### src/rtl/sincronizador_vga_if.sv
// VGA timing bundle from the sync generator to the renderer and the connector.
interface sincronizador_vga_if;
  logic       hsync;
  logic       vsync;
  logic       video_mostrar;
  logic       pixel_tick;
  logic [9:0] pixel_x;
  logic [9:0] pixel_y;
  logic       fin_cuadro;

  modport master (
    output hsync, vsync, video_mostrar, pixel_tick, pixel_x, pixel_y, fin_cuadro
  );

  modport slave (
    input hsync, vsync, video_mostrar, pixel_tick, pixel_x, pixel_y, fin_cuadro
  );
endinterface

### src/rtl/sincronizador_vga.sv
// Free-running VGA 640x480@60 timing generator with pixel enable and end-of-frame pulse.
module sincronizador_vga #(
  parameter int DIV = 2,
  parameter int HD  = 640,
  parameter int HF  = 16,
  parameter int HR  = 96,
  parameter int HB  = 48,
  parameter int VD  = 480,
  parameter int VF  = 10,
  parameter int VR  = 2,
  parameter int VB  = 33
) (
  input  logic                  clk,
  input  logic                  reset,
  sincronizador_vga_if.master   vga
);

  localparam int HT    = HD + HF + HR + HB;
  localparam int VT    = VD + VF + VR + VB;
  localparam int DIV_W = (DIV > 1) ? $clog2(DIV) : 1;

  logic [DIV_W-1:0] div_q, div_d;
  logic [9:0]       x_q, x_d;
  logic [9:0]       y_q, y_d;
  logic             tick_q, tick_d;
  logic             fin_q, fin_d;
  logic             hs_q, hs_d;
  logic             vs_q, vs_d;
  logic             vid_q, vid_d;

  always_comb begin
    div_d  = (div_q == DIV_W'(DIV - 1)) ? '0 : div_q + DIV_W'(1);
    tick_d = (div_q == DIV_W'(DIV - 1));

    x_d = x_q;
    y_d = y_q;
    if (tick_q) begin
      if (x_q == 10'(HT - 1)) begin
        x_d = '0;
        y_d = (y_q == 10'(VT - 1)) ? '0 : y_q + 10'd1;
      end else begin
        x_d = x_q + 10'd1;
      end
    end

    // Decode from next-state counters so every output lines up with pixel_x/pixel_y.
    hs_d  = !((x_d >= 10'(HD + HF)) && (x_d <= 10'(HD + HF + HR - 1)));
    vs_d  = !((y_d >= 10'(VD + VF)) && (y_d <= 10'(VD + VF + VR - 1)));
    vid_d = (x_d < 10'(HD)) && (y_d < 10'(VD));
    fin_d = tick_d && (x_d == 10'(HT - 1)) && (y_d == 10'(VT - 1));
  end

  always_ff @(posedge clk) begin
    if (reset) begin
      div_q  <= '0;
      x_q    <= '0;
      y_q    <= '0;
      tick_q <= 1'b0;
      fin_q  <= 1'b0;
      hs_q   <= 1'b1;
      vs_q   <= 1'b1;
      vid_q  <= 1'b1;
    end else begin
      div_q  <= div_d;
      x_q    <= x_d;
      y_q    <= y_d;
      tick_q <= tick_d;
      fin_q  <= fin_d;
      hs_q   <= hs_d;
      vs_q   <= vs_d;
      vid_q  <= vid_d;
    end
  end

  assign vga.hsync         = hs_q;
  assign vga.vsync         = vs_q;
  assign vga.video_mostrar = vid_q;
  assign vga.pixel_tick    = tick_q;
  assign vga.pixel_x       = x_q;
  assign vga.pixel_y       = y_q;
  assign vga.fin_cuadro    = fin_q;

endmodule

### src/flat_wrapper.sv
// flat-port wrapper written by rule: the top's interface ports become plain ports
module sincronizador_vga_flat 
#(
  parameter int DIV = 2,
  parameter int HD  = 640,
  parameter int HF  = 16,
  parameter int HR  = 96,
  parameter int HB  = 48,
  parameter int VD  = 480,
  parameter int VF  = 10,
  parameter int VR  = 2,
  parameter int VB  = 33
)
  (clk, reset, vga_hsync, vga_vsync, vga_video_mostrar, vga_pixel_tick, vga_pixel_x, vga_pixel_y, vga_fin_cuadro);
  sincronizador_vga_if vga_i ();
  input  logic clk;
  input  logic reset;
  output wire logic [$bits(vga_i.hsync)-1:0] vga_hsync;
  output wire logic [$bits(vga_i.vsync)-1:0] vga_vsync;
  output wire logic [$bits(vga_i.video_mostrar)-1:0] vga_video_mostrar;
  output wire logic [$bits(vga_i.pixel_tick)-1:0] vga_pixel_tick;
  output wire logic [$bits(vga_i.pixel_x)-1:0] vga_pixel_x;
  output wire logic [$bits(vga_i.pixel_y)-1:0] vga_pixel_y;
  output wire logic [$bits(vga_i.fin_cuadro)-1:0] vga_fin_cuadro;
  assign vga_hsync = vga_i.hsync;
  assign vga_vsync = vga_i.vsync;
  assign vga_video_mostrar = vga_i.video_mostrar;
  assign vga_pixel_tick = vga_i.pixel_tick;
  assign vga_pixel_x = vga_i.pixel_x;
  assign vga_pixel_y = vga_i.pixel_y;
  assign vga_fin_cuadro = vga_i.fin_cuadro;
  sincronizador_vga #(.DIV(DIV), .HD(HD), .HF(HF), .HR(HR), .HB(HB), .VD(VD), .VF(VF), .VR(VR), .VB(VB)) u_core (.clk(clk), .reset(reset), .vga(vga_i));
endmodule
### config.mk
export PLATFORM = sky130hd
export DESIGN_NAME = sincronizador_vga_flat
export DESIGN_NICKNAME = d
export VERILOG_FILES = /design/src/rtl/sincronizador_vga_if.sv /design/src/rtl/sincronizador_vga.sv /design/src/flat_wrapper.sv
export SDC_FILE = /design/constraint.sdc
export NUM_CORES = 1
export LEC_CHECK = 0
export CAP_MARGIN = 20
export CORE_ASPECT_RATIO = 1.25
export CORE_MARGIN = 2
export CORE_UTILIZATION = 40
export DETAILED_ROUTE_END_ITERATION = 6
export PLACE_DENSITY = 0.61
export SLEW_MARGIN = 20
export SYNTH_ARGS = -nofsm -noshare
export SYNTH_HDL_FRONTEND = slang
export SYNTH_SLANG_ARGS = --single-unit
export TNS_END_PERCENT = 100
### constraint.sdc
create_clock -name clk -period 2.17 [get_ports clk]
set_input_delay 0.3255 -clock clk [delete_from_list [all_inputs] [get_ports clk]]
set_output_delay 0.3255 -clock clk [all_outputs]
set_load 0.02 [all_outputs]
## Word-level counts from Yosys, hierarchy flattened

Cells that the tools add are included.

- Word-level logic and storage cells: 34
- Register bits after elaboration: 26

- Multiplexer cells: 5
- Equality and inequality tests: 4
- Reduce and logical (&&, ||, !) cells: 8
- $add $sub $neg: 3
- Magnitude comparators: 6

Operator list:

| cell | count |
|---|---|
| 10-bit two-way mux | 5 |
| 10-bit equality test, second input constant | 4 |
| 10-bit by 1-bit adder with 10-bit output, second input constant | 2 |
| 10-bit greater-or-equal comparator, second input constant | 1 |
| 10-bit by 9-bit greater-or-equal comparator with 1-bit output, second input constant | 1 |
| 10-bit less-or-equal comparator, second input constant | 1 |
| 10-bit by 9-bit less-or-equal comparator with 1-bit output, second input constant | 1 |
| 10-bit less-than comparator, second input constant | 1 |
| 10-bit by 9-bit less-than comparator with 1-bit output, second input constant | 1 |
| 1-bit logical AND | 5 |
| 1-bit zero test | 2 |
| 2-bit OR reduction | 1 |
| 1-bit adder, second input constant | 1 |

## Longest topological paths before layout

- Depth in word-level cells: 7
- Depth in mapped cells: 8

## Worst setup path after synthesis

OpenSTA, ideal clock, no wires.

- Path kind: flip-flop to flip-flop
- Start point: register u_core.x_q[0] (netlist: u_core.vga.pixel_x[0])
- End point: register u_core.vs_q (netlist: u_core.vga.vsync)
- Buffers on the path: 0
- Cell stages (with the launch flop): 8
- Data required time: 2.039 ns
- Slack: -0.301 ns
- Setup time: 0.131 ns
- Arrival: 2.340 ns
- Cells stage by stage: dfxtp_1 ha_1 nand2_2 or4_1 or4_1 a21oi_2 nor4b_4 nand4b_1

- Cells in the longest elaborated chain, start to end: 6

RTL lines:

| what | RTL line | source |
|---|---|---|
| start: declaration | sincronizador_vga.sv:23 | `logic [9:0] x_q, x_d;` |
| start signal: assignment | sincronizador_vga.sv:56 | `x_q <= '0;` |
| start signal: assignment | sincronizador_vga.sv:65 | `x_q <= x_d;` |
| 10-bit equality test (*) | sincronizador_vga.sv:38 | `if (x_q == 10'(HT - 1)) begin` |
| 10-bit two-way mux (*) | sincronizador_vga.sv:38 |  |
| 10-bit two-way mux (*) | sincronizador_vga.sv:37 | `if (tick_q) begin` |
| 10-bit by 9-bit greater-or-equal comparator with 1-bit output / 10-bit by 9-bit less-or-equal comparator with 1-bit output (equally long branches) | sincronizador_vga.sv:48 | `vs_d = !((y_d >= 10'(VD + VF)) && (y_d <= 10'(VD + VF + VR - 1)));` |
| 1-bit logical AND (*) | sincronizador_vga.sv:48 |  |
| 1-bit zero test (*) | sincronizador_vga.sv:48 |  |
| end signal: assignment | sincronizador_vga.sv:70 | `vs_q <= vs_d;` |
| end: declaration | sincronizador_vga.sv:28 | `logic vs_q, vs_d;` |

Mark *: on every way between the ends. The rest lies on a longest branch, timed or not.
A chain may end at the register's enable or synchronous reset.

## Final worst setup path

- Start point: register u_core.x_q[1] (netlist: u_core.vga.pixel_x[1])
- End point: register u_core.vs_q (netlist: u_core.vga.vsync)

The elaborated chain is that of the path after synthesis.

==> run_results.csv <==
group,metric,value,unit
synth,yosysSeqAreaShare,32.0,%
power_and_ir_drop,p_leak,0.835,nW
sta,setup_viol,2,
detailed_routing,drc,0,
clocking,clock_latency,270,ps
critical_path,cp_max_fo,3,
synth,syn-cell-area,1630,um^2
placed_design,place.gp.congestion,0.886,
flow_run,drv_cap,0,
grt,grt_pass1_wl,8.34,mm
critical_path,end_kind,"flip-flop",
clocking,clk_pin_slew,90,ps
synth,synth_area_per_cell,7.83,um^2
clocking,root_buffer,"clkbuf_8",
outcome,status,"complete, but fails checks",
final_layout,antenna-diode-count,0,
synth,synth_edf_count,0,
grt,antenna_found_initial,0,
detailed_routing,wl_per_cell,15.5,um
clocking,numCtsBuffers,3,
critical_path,critPathLaunchType,"flip-flop",
sta,worst_pin_slew,453,ps
power_and_ir_drop,power_density,364,nW/um^2
grt,grt_overflow,0,
clocking,cts_hold_buf,0,
sta,slew_viol_final,0,
sta,layout_setup_ws,-20.4,ps
final_layout,nets,265,
clocking,cts_buffer_depth,2,
synth,synth-seq-cells,26,
sta,fin_setup_tns,-29.5,ps
worst_hold_path,hold_path_class,"flip-flop to flip-flop",
critical_path,required,2310,ps
detailed_routing,initialDrtViolationCount,158,
synth,syn_nets,213,
floorplan,die_area,4600,um^2
floorplan,die_h,75.3,um
grt,grt_max_degree,23,
sta,rsz0062_at_grt,"true",
detailed_routing,viasPerCell,5.51,
placed_design,place_area,2110,um^2
synth,synthArstFlopShare,0,%
final_layout,synthToLayoutAreaGrowth,41.6,%
floorplan,start_util,42.3,%
floorplan,io_pins,27,
synth,synth_area_leaders,"dfxtp_1 (32%), a21oi_1 (5.2%), nor2_1 (4.8%)",
sta,finalClockSkew,2.66,ps
final_layout,final_area,2300,um^2
detailed_routing,via_count,1726,
critical_path,path_class,"flip-flop to flip-flop",
floorplan,core_area,3850,um^2
placed_design,hpwl,3.55,mm
final_layout,utilization,59.9,%
grt,grt_usage,24.0,%
detailed_routing,drt-total-wl,4.84,mm
sta,hold_viol_final,0,
synth,synth_top_area_share,32.0,%
sta,post-route-min-period,2190,ps
placed_design,place_ws,-22.8,ps
critical_path,arrival,2340,ps
synth,ys.flop_type,"dfxtp_1",
sta,layout_worst_path_cycle_share,101,%
final_layout,drive_gt1_share,25.1,%
floorplan,fp.dieW,61.1,um
power_and_ir_drop,power.total,0.838,mW
critical_path,r2r_slack,-20,ps
clocking,h-tree-depth,1,
outcome,violations,"negative setup slack",
sta,slew-limit-headroom,69.5,%
synth,synth_cell_type_count,48,
sta,timing.fmax,0.457,GHz
power_and_ir_drop,ir_worst_vdd,214,uV
synth,synth_area_leader_cell,"dfxtp_1",
clocking,cts_tree,"done",
placed_design,io_buffer_count,26,
synth,yosysWarnings,0,
detailed_routing,postRouteAntennaNets,0,
grt,grt_pass1_vias,1731,
detailed_routing,drt_pass1_iterations,4,
floorplan,row_count,25,
clocking,clock-sinks,26,
synth,syn-instance-count,208,
## per-stage QoR
step / hold WS [ps] / std cells
3_3_place_gp: 425 / 301
3_5_place_dp: 438 / 301
5_1_grt: 472 / 313
2_1_floorplan: 394 / 208
4_1_cts: 452 / 313
6_report: 444 / 313
## placed cells by master, fill, tap and decap left out, types with 2 or more instances in the layout
| cell type | instances |
|---|---|
| nand3b_1 | 3 |
| a31oi_1 | 2 |
| o21ai_0 | 7 |
| or2_2 | 4 |
| a211oi_1 | 2 |
| nand4bb_1 | 2 |
| or3_1 | 3 |
| nor4_1 | 2 |
| and3_1 | 5 |
| mux2i_1 | 2 |
| nor3b_1 | 2 |
| inv_1 | 2 |
| nand2b_1 | 3 |
| nor2b_1 | 4 |
| buf_4 | 33 |
| clkbuf_8 | 4 |
| nand3_1 | 10 |
| nor3_1 | 13 |
| ha_1 | 2 |
| nand4_1 | 2 |
| o31ai_1 | 2 |
| dfxtp_1 | 18 |
| dfxtp_2 | 6 |
| nor2_1 | 20 |
| o21a_1 | 3 |
| or4_1 | 2 |
| a21oi_1 | 17 |
| dfxtp_4 | 2 |
| clkdlybuf4s50_1 | 26 |
| xnor2_1 | 4 |
| xor2_1 | 7 |
| nand2_1 | 19 |
## registers in the layout, summed over array words and instances (netlist names)
| name | flops |
|---|---|
| u_core.vga.hsync | 1 |
| u_core.vga.fin_cuadro | 1 |
| u_core.div_q | 1 |
| u_core.vga.vsync | 1 |
| u_core.vga.video_mostrar | 1 |
| u_core.vga.pixel_y | 10 |
| u_core.vga.pixel_tick | 1 |
| u_core.vga.pixel_x | 10 |
## synthesized netlist by cell type (all sizes together) (4+ instances only)
cell,count
a21oi,18
and3,6
buf,7
clkbuf,7
dfxtp,26
nand2,20
nand3,10
nor2,21
nor2b,4
nor3,14
o21ai,8
or2,4
xnor2,4
xor2,7
## final timing paths
kind / cells after the start / endpoint / from
setup reg to reg: 7 / u_core.vga.vsync / u_core.vga.pixel_x[1]
hold / removal: 1 / u_core.div_q / u_core.div_q
hold reg to reg: 1 / u_core.div_q / u_core.div_q
setup / recovery: 7 / u_core.vga.vsync / u_core.vga.pixel_x[1]
## final cells by class
type	instances	area, um^2
fillers	365	1540
multi-input cells	166	1100
repair buffers	61	539
flip-flops and latches	26	536
well taps	54	67.6
clock buffers	4	55.1
inverters	2	7.51
## per-layer routing
metal / part of all wire, % / GRT usage [%] / wire [um] / vias to the layer above
li1: - / - / - / 849
met1: 43 / 30.5 / 2060 / 826
met2: 53 / 42.4 / 2560 / 47
met3: 3.5 / 3.06 / 170 / 4
met4: 0.95 / 6.04 / 46 / 0
met5: 0 / 0 / 0 / -
## repair_timing
item / 4_1_cts / 5_1_grt
pin swaps: 8 / 1
gates cloned: 0 / 0
gates resized for setup: 10 / 2
setup buffers: 9 / 0
endpoints found under the setup margin: 2 / 5
## power by group
part	leakage (nW)	total [mW]	switching [mW]	internal, mW
clock	0.0288	0.319	0.156	0.162
combinational	0.592	0.0342	0.0186	0.0156
sequential	0.215	0.485	0.00530	0.480
total	0.835	0.838	0.180	0.658
## kinds of logic (layout without fill, tap and decap cells)
family          after synthesis  count (layout)  share of synthesized area, %
compound gates               44              44                          17.4
xor+xnor                     11              11                          5.92
fa+ha+maj                     3               3                          2.31
buf+inv                      16              67                          5.00
flops                        26              26                          32.0
mux                           3               3                          1.84
simple gates                105             105                          35.5
## worst max-delay path, cell delays in order (launching register included)
cell	delay, ps
dfxtp_4	370
ha_4	140
nand2_2	50
or4_4	550
or4_1	440
a21oi_2	160
nor4b_4	230
nand4b_1	120
No activity file was read; power rests on OpenSTA's default activity.
